## config.mk

```make
export PLATFORM = sky130hd
export DESIGN_NAME = serial_addsub_flat
export DESIGN_NICKNAME = d
export VERILOG_FILES = /design/src/rtl/serial_addsub_if.sv /design/src/rtl/serial_addsub.sv /design/src/flat_wrapper.sv
export SDC_FILE = /design/constraint.sdc
export NUM_CORES = 1
export LEC_CHECK = 0
export CORE_MARGIN = 2
export CORE_UTILIZATION = 45
export CTS_BUF_LIST = sky130_fd_sc_hd__clkbuf_8 sky130_fd_sc_hd__clkbuf_16
export CTS_CLUSTER_SIZE = 12
export DETAILED_ROUTE_END_ITERATION = 10
export PLACE_DENSITY = 0.72
export SYNTH_ARGS = -nofsm -noshare
export SYNTH_HDL_FRONTEND = slang
export SYNTH_SLANG_ARGS = --single-unit
```

## constraint.sdc

```tcl
create_clock -name clk -period 3 [get_ports clk]
set_clock_uncertainty 0.05 [all_clocks]
set_input_delay 0.45 -clock clk [delete_from_list [all_inputs] [get_ports clk]]
set_output_delay 0.45 -clock clk [all_outputs]
set_load 0.005 [all_outputs]
```

## src/rtl/serial_addsub_if.sv

```systemverilog
// Request/response bundle for the slice-serial adder/subtractor.
interface serial_addsub_if #(
  parameter int unsigned WIDTH = 32
);
  logic             start;
  logic             op;
  logic [WIDTH-1:0] a;
  logic [WIDTH-1:0] b;
  logic             busy;
  logic             done;
  logic [WIDTH-1:0] result;
  logic             c_out;
  logic             overflow;
  logic             zero;
  logic             negative;

  modport master (
    output start, op, a, b,
    input  busy, done, result, c_out, overflow, zero, negative
  );

  modport slave (
    input  start, op, a, b,
    output busy, done, result, c_out, overflow, zero, negative
  );
endinterface

```

## src/rtl/serial_addsub.sv

```systemverilog
// Signed add/subtract processed SLICE bits per cycle, LSB slice first.
// Subtraction is a + ~b with the +1 fed in as the initial carry.
module serial_addsub #(
  parameter int unsigned WIDTH = 32,
  parameter int unsigned SLICE = 8
) (
  input logic           clk,
  input logic           rst_n,
  serial_addsub_if.slave bus
);
  localparam int unsigned N  = WIDTH / SLICE;
  localparam int unsigned CW = (N + 1 > 1) ? $clog2(N + 1) : 1;

  typedef enum logic {IDLE, RUN} state_t;

  state_t           state_q;
  logic [CW-1:0]    cnt_q;
  logic [WIDTH-1:0] a_q;
  logic [WIDTH-1:0] b_q;
  logic             carry_q;
  logic [WIDTH-1:0] acc_q;
  logic             busy_q;
  logic             done_q;
  logic [WIDTH-1:0] result_q;
  logic             c_out_q;
  logic             overflow_q;
  logic             zero_q;
  logic             negative_q;

  logic [SLICE:0]   sum_c;
  logic [WIDTH-1:0] acc_c;
  logic             msb_cin_c;
  logic             last_c;

  // Operands shift down so the active slice is always the low SLICE bits;
  // each partial sum enters the accumulator from the top.
  always_comb begin
    sum_c     = {1'b0, a_q[SLICE-1:0]} + {1'b0, b_q[SLICE-1:0]} + (SLICE+1)'(carry_q);
    acc_c     = (acc_q >> SLICE) | (WIDTH'(sum_c[SLICE-1:0]) << (WIDTH - SLICE));
    msb_cin_c = a_q[SLICE-1] ^ b_q[SLICE-1] ^ sum_c[SLICE-1];
    last_c    = (cnt_q == CW'(N - 1));
  end

  always_ff @(posedge clk or negedge rst_n) begin
    if (!rst_n) begin
      state_q    <= IDLE;
      cnt_q      <= '0;
      a_q        <= '0;
      b_q        <= '0;
      carry_q    <= 1'b0;
      acc_q      <= '0;
      busy_q     <= 1'b0;
      done_q     <= 1'b0;
      result_q   <= '0;
      c_out_q    <= 1'b0;
      overflow_q <= 1'b0;
      zero_q     <= 1'b0;
      negative_q <= 1'b0;
    end else begin
      done_q <= 1'b0;
      case (state_q)
        IDLE: begin
          if (bus.start) begin
            a_q     <= bus.a;
            b_q     <= bus.op ? ~bus.b : bus.b;
            carry_q <= bus.op;
            acc_q   <= '0;
            cnt_q   <= '0;
            busy_q  <= 1'b1;
            state_q <= RUN;
          end
        end
        RUN: begin
          a_q     <= a_q >> SLICE;
          b_q     <= b_q >> SLICE;
          carry_q <= sum_c[SLICE];
          acc_q   <= acc_c;
          cnt_q   <= cnt_q + CW'(1);
          if (last_c) begin
            cnt_q      <= '0;
            state_q    <= IDLE;
            busy_q     <= 1'b0;
            done_q     <= 1'b1;
            result_q   <= acc_c;
            c_out_q    <= sum_c[SLICE];
            overflow_q <= msb_cin_c ^ sum_c[SLICE];
            zero_q     <= (acc_c == '0);
            negative_q <= acc_c[WIDTH-1];
          end
        end
        default: state_q <= IDLE;
      endcase
    end
  end

  assign bus.busy     = busy_q;
  assign bus.done     = done_q;
  assign bus.result   = result_q;
  assign bus.c_out    = c_out_q;
  assign bus.overflow = overflow_q;
  assign bus.zero     = zero_q;
  assign bus.negative = negative_q;
endmodule

```

## src/flat_wrapper.sv

```systemverilog
// flat-port wrapper written by rule: the top's interface ports become plain ports
module serial_addsub_flat 
#(
  parameter int unsigned WIDTH = 32,
  parameter int unsigned SLICE = 8
)
  (clk, rst_n, bus_start, bus_op, bus_a, bus_b, bus_busy, bus_done, bus_result, bus_c_out, bus_overflow, bus_zero, bus_negative);
  serial_addsub_if #(.WIDTH(WIDTH)) bus_i ();
  input logic clk;
  input logic rst_n;
  input wire logic [$bits(bus_i.start)-1:0] bus_start;
  input wire logic [$bits(bus_i.op)-1:0] bus_op;
  input wire logic [$bits(bus_i.a)-1:0] bus_a;
  input wire logic [$bits(bus_i.b)-1:0] bus_b;
  output wire logic [$bits(bus_i.busy)-1:0] bus_busy;
  output wire logic [$bits(bus_i.done)-1:0] bus_done;
  output wire logic [$bits(bus_i.result)-1:0] bus_result;
  output wire logic [$bits(bus_i.c_out)-1:0] bus_c_out;
  output wire logic [$bits(bus_i.overflow)-1:0] bus_overflow;
  output wire logic [$bits(bus_i.zero)-1:0] bus_zero;
  output wire logic [$bits(bus_i.negative)-1:0] bus_negative;
  assign bus_i.start = bus_start;
  assign bus_i.op = bus_op;
  assign bus_i.a = bus_a;
  assign bus_i.b = bus_b;
  assign bus_busy = bus_i.busy;
  assign bus_done = bus_i.done;
  assign bus_result = bus_i.result;
  assign bus_c_out = bus_i.c_out;
  assign bus_overflow = bus_i.overflow;
  assign bus_zero = bus_i.zero;
  assign bus_negative = bus_i.negative;
  serial_addsub #(.WIDTH(WIDTH), .SLICE(SLICE)) u_core (.clk(clk), .rst_n(rst_n), .bus(bus_i));
endmodule
```

Word-level counts from Yosys, hierarchy flattened:

Index checks and enable logic that the tools add are counted.

* flip-flop bits (word level): 139
* logic and storage cells: 48

* add/sub/neg operators: 3
* equal/unequal tests: 3
* mux-type cells: 20
* bitwise logic cells: 6
* reductions and logical operators: 3

Operators with widths (number)
* one-hot mux 32 bit (2 select lines): 3
* 2-to-1 mux 32 bit: 4
* zero test 32 bit: 1
* inverter 32 bit: 1
* OR 24 x 32 -> 32 bit: 1
* adder 8 x 8 -> 9 bit: 1
* adder 9 x 1 -> 9 bit: 1
* 2-to-1 mux 1 bit: 7
* 2-to-1 mux 3 bit: 2
* one-hot mux 1 bit (2 select lines): 3
* one-hot mux 3 bit (2 select lines): 1
* inequality test 2 bit, second input constant: 2
* AND reduction 2 bit: 2
* adder 3 x 1 -> 3 bit, second input constant: 1
* == test 3 x 2 -> 1 bit, second input constant: 1
* XOR 1 bit: 3
* inverter 1 bit: 1

Depth between registers and ports, before layout:

* depth after elaboration: 4
* gate-level depth with buffers: 9

Worst setup path before layout:

OpenSTA, ideal clock, no wires.

* kind: register to register
* from: register u_core.carry_q
* to: register u_core.overflow_q (netlist: u_core.bus.overflow)
* arrival time: 2.208 ns
* data required time: 2.815 ns
* setup slack: 0.607 ns
* stages on the path, launching flop included: 10
* buffers on the path: 0
* clock period less this slack: 2.393 ns
* cell sequence: dfrtp_1 > inv_1 > fa_1 > fa_1 > nand2b_1 > a21oi_1 > o21ai_0 > a211o_1 > xnor2_1 > o21ai_0

* word-level cells in the longest chain between the ends: 3

Ends and longest elaborated chain
* start, declared: line serial_addsub.sv:20 `logic carry_q;`
* start signal, assigned: line serial_addsub.sv:66 `carry_q <= bus.op;`
* start signal, assigned: line serial_addsub.sv:76 `carry_q <= sum_c[SLICE];`
* adder 9 x 1 -> 9 bit (*): line serial_addsub.sv:38 `sum_c = {1'b0, a_q[SLICE-1:0]} + {1'b0, b_q[SLICE-1:0]} + (SLICE+1)'(carry_q);`
* XOR 1 bit: line serial_addsub.sv:40 `msb_cin_c = a_q[SLICE-1] ^ b_q[SLICE-1] ^ sum_c[SLICE-1];`
* XOR 1 bit (*): line serial_addsub.sv:86 `overflow_q <= msb_cin_c ^ sum_c[SLICE];`
* end signal, assigned: line serial_addsub.sv:86
* end, declared: line serial_addsub.sv:26 `logic overflow_q;`

Mark *: on every way between the ends. The rest lies on a longest branch, timed or not.
A chain may end at the register's enable or synchronous reset.

Final worst setup path:

Same ends and word-level chain as after synthesis.

==> results.py <==
metrics = {
    "timing": {
        "tightestPinTransition_ps": 910.9,
        "slew_violations": 0,
        "slew_headroom_pct": 39.27,
        "setup_tns_ps": 0,
        "period_minus_slack_ps": 2619,
        "fmaxAchievable_mhz": 381.8,
        "hold_violations": 0,
        "post-route-period-util_pct": 87.31,
        "grt_setup_unrepaired": "no",
        "setup_viol": 0,
    },
    "critical_path": {
        "crit_chain": "inv_1 > fa_1 > fa_1 > nand2b_1 > a21oi_1 > o21ai_0 > a211o_1 > xnor2_1 > o21ai_0",
        "cp_data_required_time_ps": 3230,
        "slowest_stage": "fa_1",
        "setup.worst_path.end_class": "register",
        "slowest_delay_ps": 480,
        "worstReg2RegEnd": "u_core.bus.overflow$_DFFE_PN0P_",
        "cp_max_fo": 3,
        "crit_type": "register to register",
        "r2r_cells": 9,
        "startpoint_type": "register",
        "worst_ep_arrival_time_ps": 2850,
        "rrSetupSlack_ps": 380,
        "worstReg2RegStart": "u_core.carry_q$_DFFE_PN0P_",
    },
    "power_and_ir_drop": {
        "p_sw_share_pct": 33.59,
        "comb_power_share_pct": 29.8,
        "clockPowerShare_pct": 28.7,
        "ir_worst_vdd_v": 0.0003578,
        "leakage_nw": 3.520,
        "seq_power_share_pct": 41.5,
        "p_int_mw": 4.646,
        "switchingPower_mw": 2.350,
        "power.density_mw_per_mm2": 908.9,
    },
    "placement": {
        "port_buffers": 105,
        "place_inst": 870,
        "gp_congestion": 0.8143,
        "place_area_mm2": 0.007111,
        "hpwl_um": 9380,
    },
    "run": {
        "drv_cap": 0,
    },
    "logic_synthesis": {
        "ys_top_cells_by_area": "dfrtp_1 55%, nand2_1 9.8%, o21ai_0 5.7%",
        "yosys.area.top_type_share_pct": 54.70,
        "syn_area_per_cell_um2": 9.561,
        "syn-num-nets": 700,
        "synth_top_area_cell": "dfrtp_1",
        "synthFlopType": "dfrtp_1",
        "ys_ff_latch": 130,
        "synth_seq_area_share_pct": 54.70,
        "ys_types": 41,
        "async_reset_ff_share_pct": 100.0,
        "synth_edf_count": 0,
        "ys_warn_count": 0,
        "syn_area_mm2": 0.005947,
        "synthCells": 622,
    },
    "clock_network": {
        "clkTransAtPathRegs_ps": 60,
        "hold_buffers": 0,
        "postCtsResizedCells": 0,
        "clock-sinks": 130,
        "ctsRootBufferMaster": "clkbuf_16",
        "tritoncts": "done",
        "cts_buffers": 17,
        "clk_latency_ps": 420,
        "htree_levels": 4,
        "post_cts_buffers": 0,
        "cts.path.max_buffers": 2,
    },
    "detailed_routing": {
        "vias": 4595,
        "antenna_left": 0,
        "routed_wl_um": 13410,
        "drtIter0Drc": 268,
        "viasPerCell": 5.094,
        "firstDrtPassIters": 4,
        "drc": 0,
        "drt-wirelength-per-cell_um": 14.87,
    },
    "global_routing": {
        "grt_usage_pct": 20.56,
        "grt_antenna_before_repair": 0,
        "grt_pass1_wl_um": 22980,
        "grt.overflow.total": 0,
        "grt_max_degree": 95,
        "grt_pass1_vias": 4737,
    },
    "final_layout": {
        "n_antenna_cell": 0,
        "final_cells": 902,
        "mostFrequentLayoutCells": "155 x nand2_1, 129 x dfrtp_1, 102 x clkdlybuf4s50_1",
        "final_common_cell": "nand2_1",
        "multi_input_area_mm2": 0.002489,
        "fillers": 1118,
        "synthToLayoutAreaGrowth_pct": 29.43,
        "layout-drive-gt1-share_pct": 6.887,
        "finalNetCount": 791,
        "fin_area_mm2": 0.007697,
        "seq_area_mm2": 0.003257,
        "finalCoreUtilization_pct": 58.83,
    },
    "floorplanning": {
        "fp.dieArea_mm2": 0.01415,
        "die_h_um": 119.0,
        "row_count": 42,
        "core-area_mm2": 0.01309,
        "initial_core_util_pct": 45.45,
        "io_pins": 106,
        "die_x_um": 119.0,
    },
    "status": {
        "status": "complete, no violations",
    },
    "min_path": {
        "worstHoldPathType": "input pin to async pin",
    },
}
-- worst max path at each step --
stage / from / to / slack (ps) / depth (start not counted)
6_report: u_core.carry_q$_DFFE_PN0P_ / u_core.bus.overflow$_DFFE_PN0P_ / 380 / 9
5_1_grt: u_core.carry_q$_DFFE_PN0P_ / u_core.bus.overflow$_DFFE_PN0P_ / 140 / 9
4_1_cts: u_core.carry_q$_DFFE_PN0P_ / u_core.bus.overflow$_DFFE_PN0P_ / 390 / 9
3_5_place_dp: u_core.carry_q$_DFFE_PN0P_ / u_core.bus.overflow$_DFFE_PN0P_ / 420 / 9
3_3_place_gp: u_core.carry_q$_DFFE_PN0P_ / u_core.bus.overflow$_DFFE_PN0P_ / 490 / 9
2_1_floorplan: u_core.carry_q$_DFFE_PN0P_ / u_core.bus.overflow$_DFFE_PN0P_ / 610 / 9
-- cell type report --
class                           instances  area share, %
Clock buffer                           17          5.527
Clock inverter                         15          2.097
Inverter                                9         0.4389
Multi-Input combinational cell        442          32.33
Sequential cell                       130          42.31
Tap cell                              176          2.861
Timing Repair Buffer                  113          14.43
-- through the flow --
stage          hold slack, ps  setup WS [ps]  power [mW]
2_1_floorplan           104.4          607.2       4.075
3_3_place_gp            407.8          494.0       4.918
3_5_place_dp            416.9          416.7       5.023
4_1_cts                 34.51          390.3       7.066
5_1_grt                 81.72          141.8       7.486
6_report                19.65          380.7       6.996
-- routing by layer --
metal	vias up	global-route usage, %	wire length [µm]
met1	2191	26.45	5972
met4	0	8.408	241
met2	112	32.83	6431
met3	21	5.795	768
met5	-	0	0
li1	2271	-	-
-- sequential cells by signal, summed over array words and instances, names as in the netlist, 3 cells and up --
name,cells
u_core.a_q,32
u_core.acc_q,24
u_core.b_q,32
u_core.bus.result,32
u_core.cnt_q,3
-- worst max-delay path: cells and delay by family (launching register included) --
family / cells / cell delay, ps
AO/OA/AOI/OAI: 4 / 770
XOR/XNOR: 1 / 150
adder cells (fa/ha/maj): 2 / 940
buffers and inverters: 1 / 60
flip-flops: 1 / 320
AND/OR/NAND/NOR: 1 / 180
-- cell usage after synthesis, types with 3 or more instances --
master and instances:
a211oi_1 9, a21oi_1 29, a22o_1 9, buf_1 3, buf_2 11, clkbuf_1 26, dfrtp_1 130, ha_1 8
inv_1 8, mux2i_1 32, nand2_1 155, nor2_1 51, nor3_1 5, nor4_1 4, o21ai_0 68, o22ai_1 4
xnor2_1 34, xor2_1 4
-- kinds of logic after synthesis --
kind of cell,count (synthesis),synth area share [%]
simple gates,230,15.51
compound gates,130,12.62
flops,130,54.70
buf+inv,50,3.450
xor+xnor,38,5.596
mux,34,5.765
fa+ha+maj,10,2.357
-- power groups by stage --
stage                     combinational, mW  sequential [mW]  clock [mW]
after floorplan                        1.34             2.73           0
after global placement                 2.02             2.90           0
after detailed placement               2.09             2.93           0
after CTS                              2.11             2.91        2.05
after global routing                   2.37             2.98        2.13
final                                  2.08             2.91        2.01
No activity file was read; power rests on OpenSTA's default activity.
